### src/rtl/coop_comm_pkg.sv
// coop_comm_pkg: framing constants and parser states shared by both ends of the co-op position link
package coop_comm_pkg;
  localparam logic [7:0] CH_P     = 8'h50;
  localparam logic [7:0] CH_COLON = 8'h3A;
  localparam logic [7:0] CH_0     = 8'h30;
  localparam logic [7:0] CH_9     = 8'h39;
  localparam logic [7:0] CH_CR    = 8'h0D;
  localparam logic [7:0] CH_LF    = 8'h0A;
  localparam int PKT_DIGITS = 4;
  typedef enum logic [2:0] {
    S_WAIT_P,
    S_WAIT_COLON,
    S_DIGIT,
    S_WAIT_CR,
    S_WAIT_LF
  } coop_rx_state_t;
endpackage

### src/rtl/coop_comm_rx_if.sv
// coop_comm_rx_if: UART RX FIFO read port as seen by the packet decoder
interface coop_comm_rx_if;
  logic       rx_empty;
  logic [7:0] r_data;
  logic       rd_uart;
  modport master (output rx_empty, r_data, input rd_uart);
  modport slave (input rx_empty, r_data, output rd_uart);
endinterface

### src/rtl/coop_link_timer.sv
// coop_link_timer: restartable timeout counter that saturates at CYCLES; expired while saturated
module coop_link_timer #(
  parameter int CYCLES = 10
) (
  input  logic clk,
  input  logic rst,
  input  logic restart,
  output logic expired
);
  localparam int W = $clog2(CYCLES + 1);
  localparam logic [W-1:0] TC = W'(CYCLES);
  logic [W-1:0] cnt;
  always_ff @(posedge clk)
    cnt <= rst ? TC : restart ? '0 : (cnt == TC) ? cnt : cnt + W'(1);
  assign expired = cnt == TC;
endmodule

### src/rtl/coop_comm_rx.sv
// coop_comm_rx: pops FIFO bytes, decodes "P:dddd\r\n" into a 12-bit partner position, flags bad packets and link loss
module coop_comm_rx
  import coop_comm_pkg::*;
#(
  parameter int FCLK_HZ    = 100_000_000,
  parameter int TIMEOUT_MS = 200,
  parameter int MAX_XPOS   = 4095
) (
  input  logic              clk,
  input  logic              rst,
  coop_comm_rx_if.slave     fifo,
  output logic [11:0]       coop_xpos,
  output logic              coop_valid,
  output logic              pkt_err,
  output logic              link_alive
);
  localparam logic [13:0] MAX_ACC    = 14'(MAX_XPOS);
  localparam logic [1:0]  LAST_DIGIT = 2'(PKT_DIGITS - 1);
  coop_rx_state_t state, state_d;
  logic [7:0]  byte_q;
  logic        byte_vld;
  logic [13:0] acc, acc_d, acc_next;
  logic [1:0]  dcnt, dcnt_d;
  logic        valid_d, err_d, bad, is_digit, expired;
  logic        fetch;
  // rd_uart gates the next fetch so a byte is never popped twice
  assign fetch = !fifo.rx_empty && !fifo.rd_uart;
  always_ff @(posedge clk) begin
    if (rst) begin
      fifo.rd_uart <= 1'b0;
      byte_vld     <= 1'b0;
      byte_q       <= '0;
    end else begin
      fifo.rd_uart <= fetch;
      byte_vld     <= fetch;
      if (fetch) byte_q <= fifo.r_data;
    end
  end
  always_ff @(posedge clk) begin
    if (rst) begin
      state      <= S_WAIT_P;
      acc        <= '0;
      dcnt       <= '0;
      coop_xpos  <= '0;
      coop_valid <= 1'b0;
      pkt_err    <= 1'b0;
    end else begin
      state      <= state_d;
      acc        <= acc_d;
      dcnt       <= dcnt_d;
      coop_valid <= valid_d;
      pkt_err    <= err_d;
      if (valid_d) coop_xpos <= acc[11:0];
    end
  end
  assign is_digit = byte_q >= CH_0 && byte_q <= CH_9;
  assign acc_next = (acc << 3) + (acc << 1) + {10'd0, byte_q[3:0]};
  always_comb begin
    state_d = state;
    acc_d   = acc;
    dcnt_d  = dcnt;
    valid_d = 1'b0;
    err_d   = 1'b0;
    bad     = 1'b0;
    if (byte_vld) begin
      case (state)
        S_WAIT_P:     state_d = byte_q == CH_P ? S_WAIT_COLON : S_WAIT_P;
        S_WAIT_COLON: begin
          bad     = byte_q != CH_COLON;
          acc_d   = '0;
          dcnt_d  = '0;
          state_d = S_DIGIT;
        end
        S_DIGIT: begin
          bad     = !is_digit;
          acc_d   = acc_next;
          dcnt_d  = dcnt + 2'd1;
          state_d = dcnt == LAST_DIGIT ? S_WAIT_CR : S_DIGIT;
        end
        S_WAIT_CR: begin
          bad     = byte_q != CH_CR;
          state_d = S_WAIT_LF;
        end
        S_WAIT_LF: begin
          bad     = byte_q != CH_LF;
          valid_d = byte_q == CH_LF && acc <= MAX_ACC;
          err_d   = byte_q == CH_LF && acc > MAX_ACC;
          state_d = S_WAIT_P;
        end
        default: state_d = S_WAIT_P;
      endcase
      // a stray 'P' mid-packet is taken as the start of a fresh packet
      if (bad) begin
        err_d   = 1'b1;
        valid_d = 1'b0;
        acc_d   = '0;
        dcnt_d  = '0;
        state_d = byte_q == CH_P ? S_WAIT_COLON : S_WAIT_P;
      end
    end
  end
  coop_link_timer #(.CYCLES(TIMEOUT_MS * (FCLK_HZ / 1000))) u_timer (
    .clk     (clk),
    .rst     (rst),
    .restart (valid_d),
    .expired (expired)
  );
  assign link_alive = !expired;
endmodule

### src/flat_wrapper.sv
// flat-port wrapper written by rule: the top's interface ports become plain ports
module coop_comm_rx_flat import coop_comm_pkg::*;
#(
  parameter int FCLK_HZ    = 100_000_000,
  parameter int TIMEOUT_MS = 200,
  parameter int MAX_XPOS   = 4095
)
  (clk, rst, coop_xpos, coop_valid, pkt_err, link_alive, fifo_rx_empty, fifo_r_data, fifo_rd_uart);
  coop_comm_rx_if fifo_i ();
  input  logic clk;
  input  logic rst;
  output logic [11:0] coop_xpos;
  output logic coop_valid;
  output logic pkt_err;
  output logic link_alive;
  input wire logic [$bits(fifo_i.rx_empty)-1:0] fifo_rx_empty;
  input wire logic [$bits(fifo_i.r_data)-1:0] fifo_r_data;
  output wire logic [$bits(fifo_i.rd_uart)-1:0] fifo_rd_uart;
  assign fifo_i.rx_empty = fifo_rx_empty;
  assign fifo_i.r_data = fifo_r_data;
  assign fifo_rd_uart = fifo_i.rd_uart;
  coop_comm_rx #(.FCLK_HZ(FCLK_HZ), .TIMEOUT_MS(TIMEOUT_MS), .MAX_XPOS(MAX_XPOS)) u_core (.clk(clk), .rst(rst), .fifo(fifo_i), .coop_xpos(coop_xpos), .coop_valid(coop_valid), .pkt_err(pkt_err), .link_alive(link_alive));
endmodule
### config.mk
export PLATFORM = sky130hd
export DESIGN_NAME = coop_comm_rx_flat
export DESIGN_NICKNAME = d
export VERILOG_FILES = /design/src/rtl/coop_comm_pkg.sv /design/src/rtl/coop_comm_rx_if.sv /design/src/rtl/coop_link_timer.sv /design/src/rtl/coop_comm_rx.sv /design/src/flat_wrapper.sv
export SDC_FILE = /design/constraint.sdc
export NUM_CORES = 1
export LEC_CHECK = 0
export BUFFER_PORTS_ARGS = -buffer_cell sky130_fd_sc_hd__buf_2
export CAP_MARGIN = 20
export CORE_ASPECT_RATIO = 0.6
export CORE_MARGIN = 4
export CORE_UTILIZATION = 50
export CTS_BUF_LIST = sky130_fd_sc_hd__clkbuf_8
export DETAILED_ROUTE_END_ITERATION = 6
export PLACE_DENSITY = 0.74
export SLEW_MARGIN = 20
export SYNTH_ARGS = -nofsm -noshare
export SYNTH_HDL_FRONTEND = slang
export SYNTH_HIERARCHICAL = 1
export SYNTH_SLANG_ARGS = --single-unit
export TNS_END_PERCENT = 30
### constraint.sdc
create_clock -name clk -period 2.6 [get_ports clk]
set_input_delay 0.78 -clock clk [delete_from_list [all_inputs] [get_ports clk]]
set_output_delay 0.78 -clock clk [all_outputs]
set_load 0.02 [all_outputs]
==> results of run 1 <==
-- layer usage --
layer	track usage, %	share of wire (%)	up-vias
met5	0	0	-
met4	6.38	1.0	0
met3	6.75	10	13
met2	29.6	38	183
met1	36.6	51	1768
li1	-	-	1778
-- per-stage QoR --
| stage | power [mW] | instances | utilization, % | setup slack [ns] | hold slack, ns |
|---|---|---|---|---|---|
| CTS | 2.04 | 599 | 59.4 | -0.0342 | 0.486 |
| finish | 2.03 | 600 | 59.9 | 0.0100 | 0.485 |
| global route | 2.11 | 600 | 59.9 | -0.0689 | 0.531 |
| floorplan | 1.19 | 455 | - | 0.0905 | 0.453 |
| global placement | 1.24 | 581 | 56.5 | 0.142 | 0.462 |
| detailed placement | 1.24 | 581 | 56.5 | 0.0313 | 0.476 |
-- cell families after synthesis --
kind of cell               after synthesis  synth area share, %
AOI/OAI and AO/OA                      124                 19.9
muxes                                   15                 3.85
xor gates and xnor gates                18                 4.04
buffers and inverters                   42                 4.33
DFF                                     67                 34.4
and+or+nand+nor                        162                 24.4
adders and majority gates               27                 9.04
-- layout by cell type, fill, tap and decap left out, types with 14 or more instances in the layout --
master	netlist	layout
dfxtp_1	67	63
a21oi_1	38	38
o21ai_0	38	37
nor2_1	33	32
buf_2	3	25
ha_1	25	25
inv_1	22	22
nand2_1	20	20
buf_4	0	18
xnor2_1	16	16
nand3_1	15	15
mux2i_1	15	15
nand4_1	14	14
-- repair_timing --
action	in CTS	in global routing
pin swaps	3	3
buffers inserted	2	1
setup endpoints to repair	2	6
gates resized for setup	7	10
-- worst paths after layout --
check / start / endpoint / slack (ns) / depth (start not counted)
setup reg to reg: u_core/byte_q[1] / u_core/acc[12] / 0.10 / 9
hold reg to reg: u_core/dcnt[1] / u_core/dcnt[1] / 0.48 / 2
setup / recovery: u_core/u_timer/cnt[4] / link_alive / 0.01 / 5
hold / removal: u_core/dcnt[1] / u_core/dcnt[1] / 0.48 / 2
-- state kept, by name (all words and copies together), names as in the netlist --
signal / count
u_core/dcnt: 2
u_core/coop_valid: 1
u_core/acc: 14
u_core/pkt_err: 1
u_core/state: 3
u_core/byte_q: 8
u_core/coop_xpos: 12
u_core/u_timer/cnt: 25
u_core/byte_vld: 1
-- power groups by stage --
stage          registers [mW]  logic (mW)  clock network (mW)
2_1_floorplan            1.08       0.107                   0
3_3_place_gp             1.09       0.149                   0
3_5_place_dp             1.09       0.149                   0
4_1_cts                  1.07       0.157               0.810
5_1_grt                  1.07       0.181               0.861
6_report                 1.07       0.163               0.795
-- cells in the mapped netlist (all sizes together), types with 10 or more instances --
master / n
a21oi: 38
clkbuf: 12
dfxtp: 67
ha: 25
inv: 23
mux2i: 15
nand2: 21
nand3: 17
nand4: 15
nor2: 33
nor4: 11
o21ai: 40
or3: 10
xnor2: 16
-- cell type report --
type,count,area (um^2),share of cell area [%]
Timing Repair Buffer,44,272,6.11
Clock inverter,6,41.3,0.929
Multi-Input combinational cell,346,2430,54.7
Sequential cell,67,1350,30.3
Clock buffer,10,138,3.10
Inverter,23,86.3,1.94
Tap cell,104,130,2.93
-- critical path: stages (launching register included) --
cell	delay [ns]
dfxtp_1	0.32
or4b_4	0.54
or3_4	0.35
nor2_2	0.08
inv_1	0.05
buf_6	0.12
==> flow_summary.yaml, run 1 <==
outcome:
  status: "finished clean"
pwr:
  netSwitchingFraction_pct: 27.1
  power_frac_seq_pct: 52.7
  p_int_mw: 1.48
  p_switching_mw: 0.550
  combPwrFrac_pct: 8.0
  cellPowerDensity_nw_per_um2: 456
  max-vdd-ir-drop_uv: 209
  p_clk_share_pct: 39.2
  leakage_nw: 1.82
global_route:
  antenna_found_initial: 0
  track_usage_pct: 23.2
  grt.overflow.total: 0
  grt_max_degree: 22
  grt_pass1_vias: 3487
  grt_pass1_wl_mm: 17.4
floorplan:
  die-width_um: 122
  die_area_um2: 9330
  die_h_um: 76.4
  start_util_pct: 52.6
  core_area_um2: 7420
  fp-row-count: 24
  ioPinCount: 27
sta:
  totalNegativeSetupSlack_ns: 0
  slew_headroom_pct: 49.8
  drv_slew: 0
  max_freq_mhz: 386
  finClkSkew_ns: 0.00877
  setup_viol: 0
  rsz0062_at_grt: "yes"
  period_share_pct: 99.6
  finalHoldViolations: 0
  tightest_slew_ns: 0.734
  min_period_ns: 2.59
synthesis:
  synth_largest_area_cell: "dfxtp_1"
  yosys_most_used_dff: "dfxtp_1"
  async_flop_share_pct: 0
  syn_inst: 455
  synth_edf_count: 0
  netlist_area_um2: 3900
  synth.area.top_cells: "dfxtp_1 34%, ha_1 8.0%, a21oi_1 4.9%"
  synth_seq_cells: 67
  yosys_warnings: 6
  netlist.area_leader.share_pct: 34.4
  synth_nets: 493
  synth.avg_cell_area_um2: 8.57
  ys_types: 66
  yosysSeqAreaShare_pct: 34.4
clocking:
  cts.sinks: 67
  cts_buffers: 9
  cts_tree: "built"
  clk_pin_slew_worst_paths_ns: 0.07
  cts_hold_buf: 0
  htree_levels: 3
  clock-root-buffer: "clkbuf_8"
  clockBufferDepth: 2
  clock_latency_ns: 0.35
layout:
  fillCellCount: 653
  nNetsFinal: 529
  syn_to_final_growth_pct: 14.0
  num_antenna_cells: 0
  design_area_um2: 4450
  drive_above_1_share_pct: 18.8
critical_path:
  cp-start-kind: "flip-flop"
  cp.arrival_ns: 1.81
  cp_max_fo: 2
  required_ns: 1.82
  crit_type: "reg -> out"
  critical_path.endpoint_type: "output pin"
drt:
  drc_errors: 0
  viasPerCell: 6.24
  vias: 3742
  drtIter0Drc: 315
  wire_per_inst_um: 17.4
  drt_wl_total_mm: 10.4
  ant_nets: 0
  first_pass_iters: 5
hold_path:
  hp-class: "reg -> reg"
placed_design:
  port_buffers: 26
  place_area_um2: 4190
  place_hpwl_mm: 7.66
  place_congestion: 0.949
run:
  cap_viol_max_count: 0
Power figures use the tool's default switching activity.
==> inputs of run 2 (changes only) <==
--- a/config.mk
+++ b/config.mk
@@ -12,7 +12,7 @@
 export CORE_UTILIZATION = 50
 export CTS_BUF_LIST = sky130_fd_sc_hd__clkbuf_8
 export DETAILED_ROUTE_END_ITERATION = 6
-export PLACE_DENSITY = 0.74
+export PLACE_DENSITY = 0.71
 export SLEW_MARGIN = 20
 export SYNTH_ARGS = -nofsm -noshare
 export SYNTH_HDL_FRONTEND = slang
==> constraint.sdc (replaced) <==
create_clock -name clk -period 3.1 [get_ports clk]
set_input_delay 0.93 -clock clk [delete_from_list [all_inputs] [get_ports clk]]
set_output_delay 0.93 -clock clk [all_outputs]
set_load 0.02 [all_outputs]
==> flow_summary.yaml, run 2 (same netlist as run 1, synthesis figures left out) <==
layout:
  multiInputGateArea_um2: 2410
  syn_to_final_growth_pct: 10.3
  drive_above_1_share_pct: 13.9
  final_cell_mix: "67 x dfxtp_1, 38 x o21ai_0, 38 x a21oi_1"
  nNetsFinal: 515
  top_register: "u_core/u_timer/cnt"
  reg_top3: "u_core/u_timer/cnt: 25 flops, u_core/acc: 14 flops, u_core/coop_xpos: 12 flops"
  design_area_um2: 4300
  fillCellCount: 688
  num_antenna_cells: 0
  regArea_um2: 1340
  largest_reg_flops: 25
  final_common_cell: "dfxtp_1"
global_route:
  grt.overflow.total: 0
  antenna_found_initial: 0
  track_usage_pct: 21.7
  grtUsageMet3_pct: 6.08
  grt_pass1_vias: 3102
  gr-usage-met2_pct: 24.8
  met1_usage_pct: 36.4
  top_usage_layer: "met1"
  grt_max_degree: 25
  grt_pass1_wl_mm: 16.2
floorplan:
  core_area_um2: 7420
  fp-row-count: 24
  start_util_pct: 52.6
  die_area_um2: 9330
  die_h_um: 76.4
  ioPinCount: 27
  die-width_um: 122
clocking:
  cts_resized: 0
  clock-root-buffer: "clkbuf_8"
  cts_buffers: 9
  htree_levels: 3
  clockBufferDepth: 2
  cts_setup_buffers: 0
  cts_hold_buf: 0
  cts_tree: "built"
  cts.sinks: 67
  clock_latency_ns: 0.35
  clk_pin_slew_worst_paths_ns: 0.07
critical_path:
  reg2reg_depth: 9
  crit_buf_inv: 2
  cp.arrival_ns: 1.93
  crit_type: "reg -> out"
  r2r_end: "u_core/acc[11]"
  crit_family: "simple AND/OR/NAND/NOR gates"
  slowest_delay_ns: 0.54
  required_ns: 2.17
  crit_slowest_cell: "or4b_4"
  cp-start-kind: "flip-flop"
  crit_chain: "or4b_4 > or3_4 > nor2_1 > inv_1 > buf_2"
  reg2reg_from: "u_core/byte_q[3]"
  cp_max_fo: 5
  critical_path.endpoint_type: "output pin"
  r2r_slack_ns: 0.45
sta:
  rsz0062_at_grt: "no"
  finalHoldViolations: 0
  tightest_slew_ns: 0.616
  totalNegativeSetupSlack_ns: 0
  max_freq_mhz: 350
  slew_headroom_pct: 58.6
  finClkSkew_ns: 0.00994
  setup_viol: 0
  drv_slew: 0
  period_share_pct: 92.3
  min_period_ns: 2.86
drt:
  drt_wl_total_mm: 9.78
  drtIter0Drc: 319
  first_pass_iters: 5
  ant_nets: 0
  wire_per_inst_um: 16.7
  drc_errors: 0
  vias: 3572
  viasPerCell: 6.11
outcome:
  status: "finished clean"
placed_design:
  place_area_um2: 4110
  port_buffers: 26
  place_congestion: 0.949
  place_hpwl_mm: 7.20
hold_path:
  hp-class: "reg -> reg"
  holdPathStages: 2
  holdPathEnd: "u_core/dcnt[1]"
  hold_start: "u_core/dcnt[1]"
pwr:
  max-vdd-ir-drop_uv: 276
  leakage_nw: 1.76
  cellPowerDensity_nw_per_um2: 393
run:
  cap_viol_max_count: 0
-- run 2: cell count changes in the layout (fill, tap and decap cells not counted), moves of 2 or more --
cell | previous run | this run
buf_4 | 18 | 4
dfxtp_1 | 63 | 67
dfxtp_2 | 4 | 0
clkinvlp_4 | 3 | 0
a2111oi_0 | 1 | 3
clkbuf_8 | 10 | 12
-- run 2: cell type report --
type	instances	area share, %
flip-flops and latches	67	31.2
clock buffers	12	3.84
inverters	23	2.01
multi-input cells	346	55.9
well taps	104	3.02
repair buffers	30	3.72
clock inverters	3	0.320
-- run 2: through the flow --
stage / setup slack [ns] / utilization [%] / cells / total power, mW / hold WS (ns)
6_report: 0.240 / 58.0 / 585 / 1.69 / 0.479
3_3_place_gp: 0.490 / 55.4 / 570 / 1.03 / 0.464
3_5_place_dp: 0.458 / 55.4 / 570 / 1.04 / 0.475
2_1_floorplan: 0.590 / - / 455 / 0.998 / 0.453
5_1_grt: 0.164 / 58.0 / 585 / 1.77 / 0.520
4_1_cts: 0.0651 / 57.8 / 585 / 1.71 / 0.485
-- run 2: how the worst max path moves through the flow --
stage | start | slack [ns] | endpoint | cells past startpoint
global placement | u_core/u_timer/cnt[23] | 0.49 | link_alive | 5
CTS | u_core/u_timer/cnt[4] | 0.07 | link_alive | 5
finish | u_core/u_timer/cnt[4] | 0.24 | link_alive | 5
detailed placement | u_core/u_timer/cnt[4] | 0.46 | link_alive | 5
global route | u_core/u_timer/cnt[4] | 0.16 | link_alive | 5
floorplan | u_core/byte_q[1] | 0.59 | u_core/u_timer/cnt[20] | 9
-- run 2: where the power goes --
| group | switching, mW | internal (mW) |
|---|---|---|
| clock network | 0.326 | 0.346 |
| registers | 0.0267 | 0.874 |
| logic | 0.0723 | 0.0459 |
-- run 2: per-layer routing --
layer	up-vias	share of wire, %	wire (um)
li1	1734	-	-
met1	1653	54	5270
met2	173	36	3520
met3	12	8.6	839
met4	0	1.5	150
met5	-	0	0
-- run 2: worst reg2reg max path, stage by stage (launching register included) --
cell       delay, ns
dfxtp_1         0.40
inv_1           0.10
fa_1            0.61
inv_1           0.06
ha_1            0.30
a211oi_1        0.26
o21a_1          0.26
a2111oi_0       0.13
a311oi_1        0.29
o32ai_1         0.11
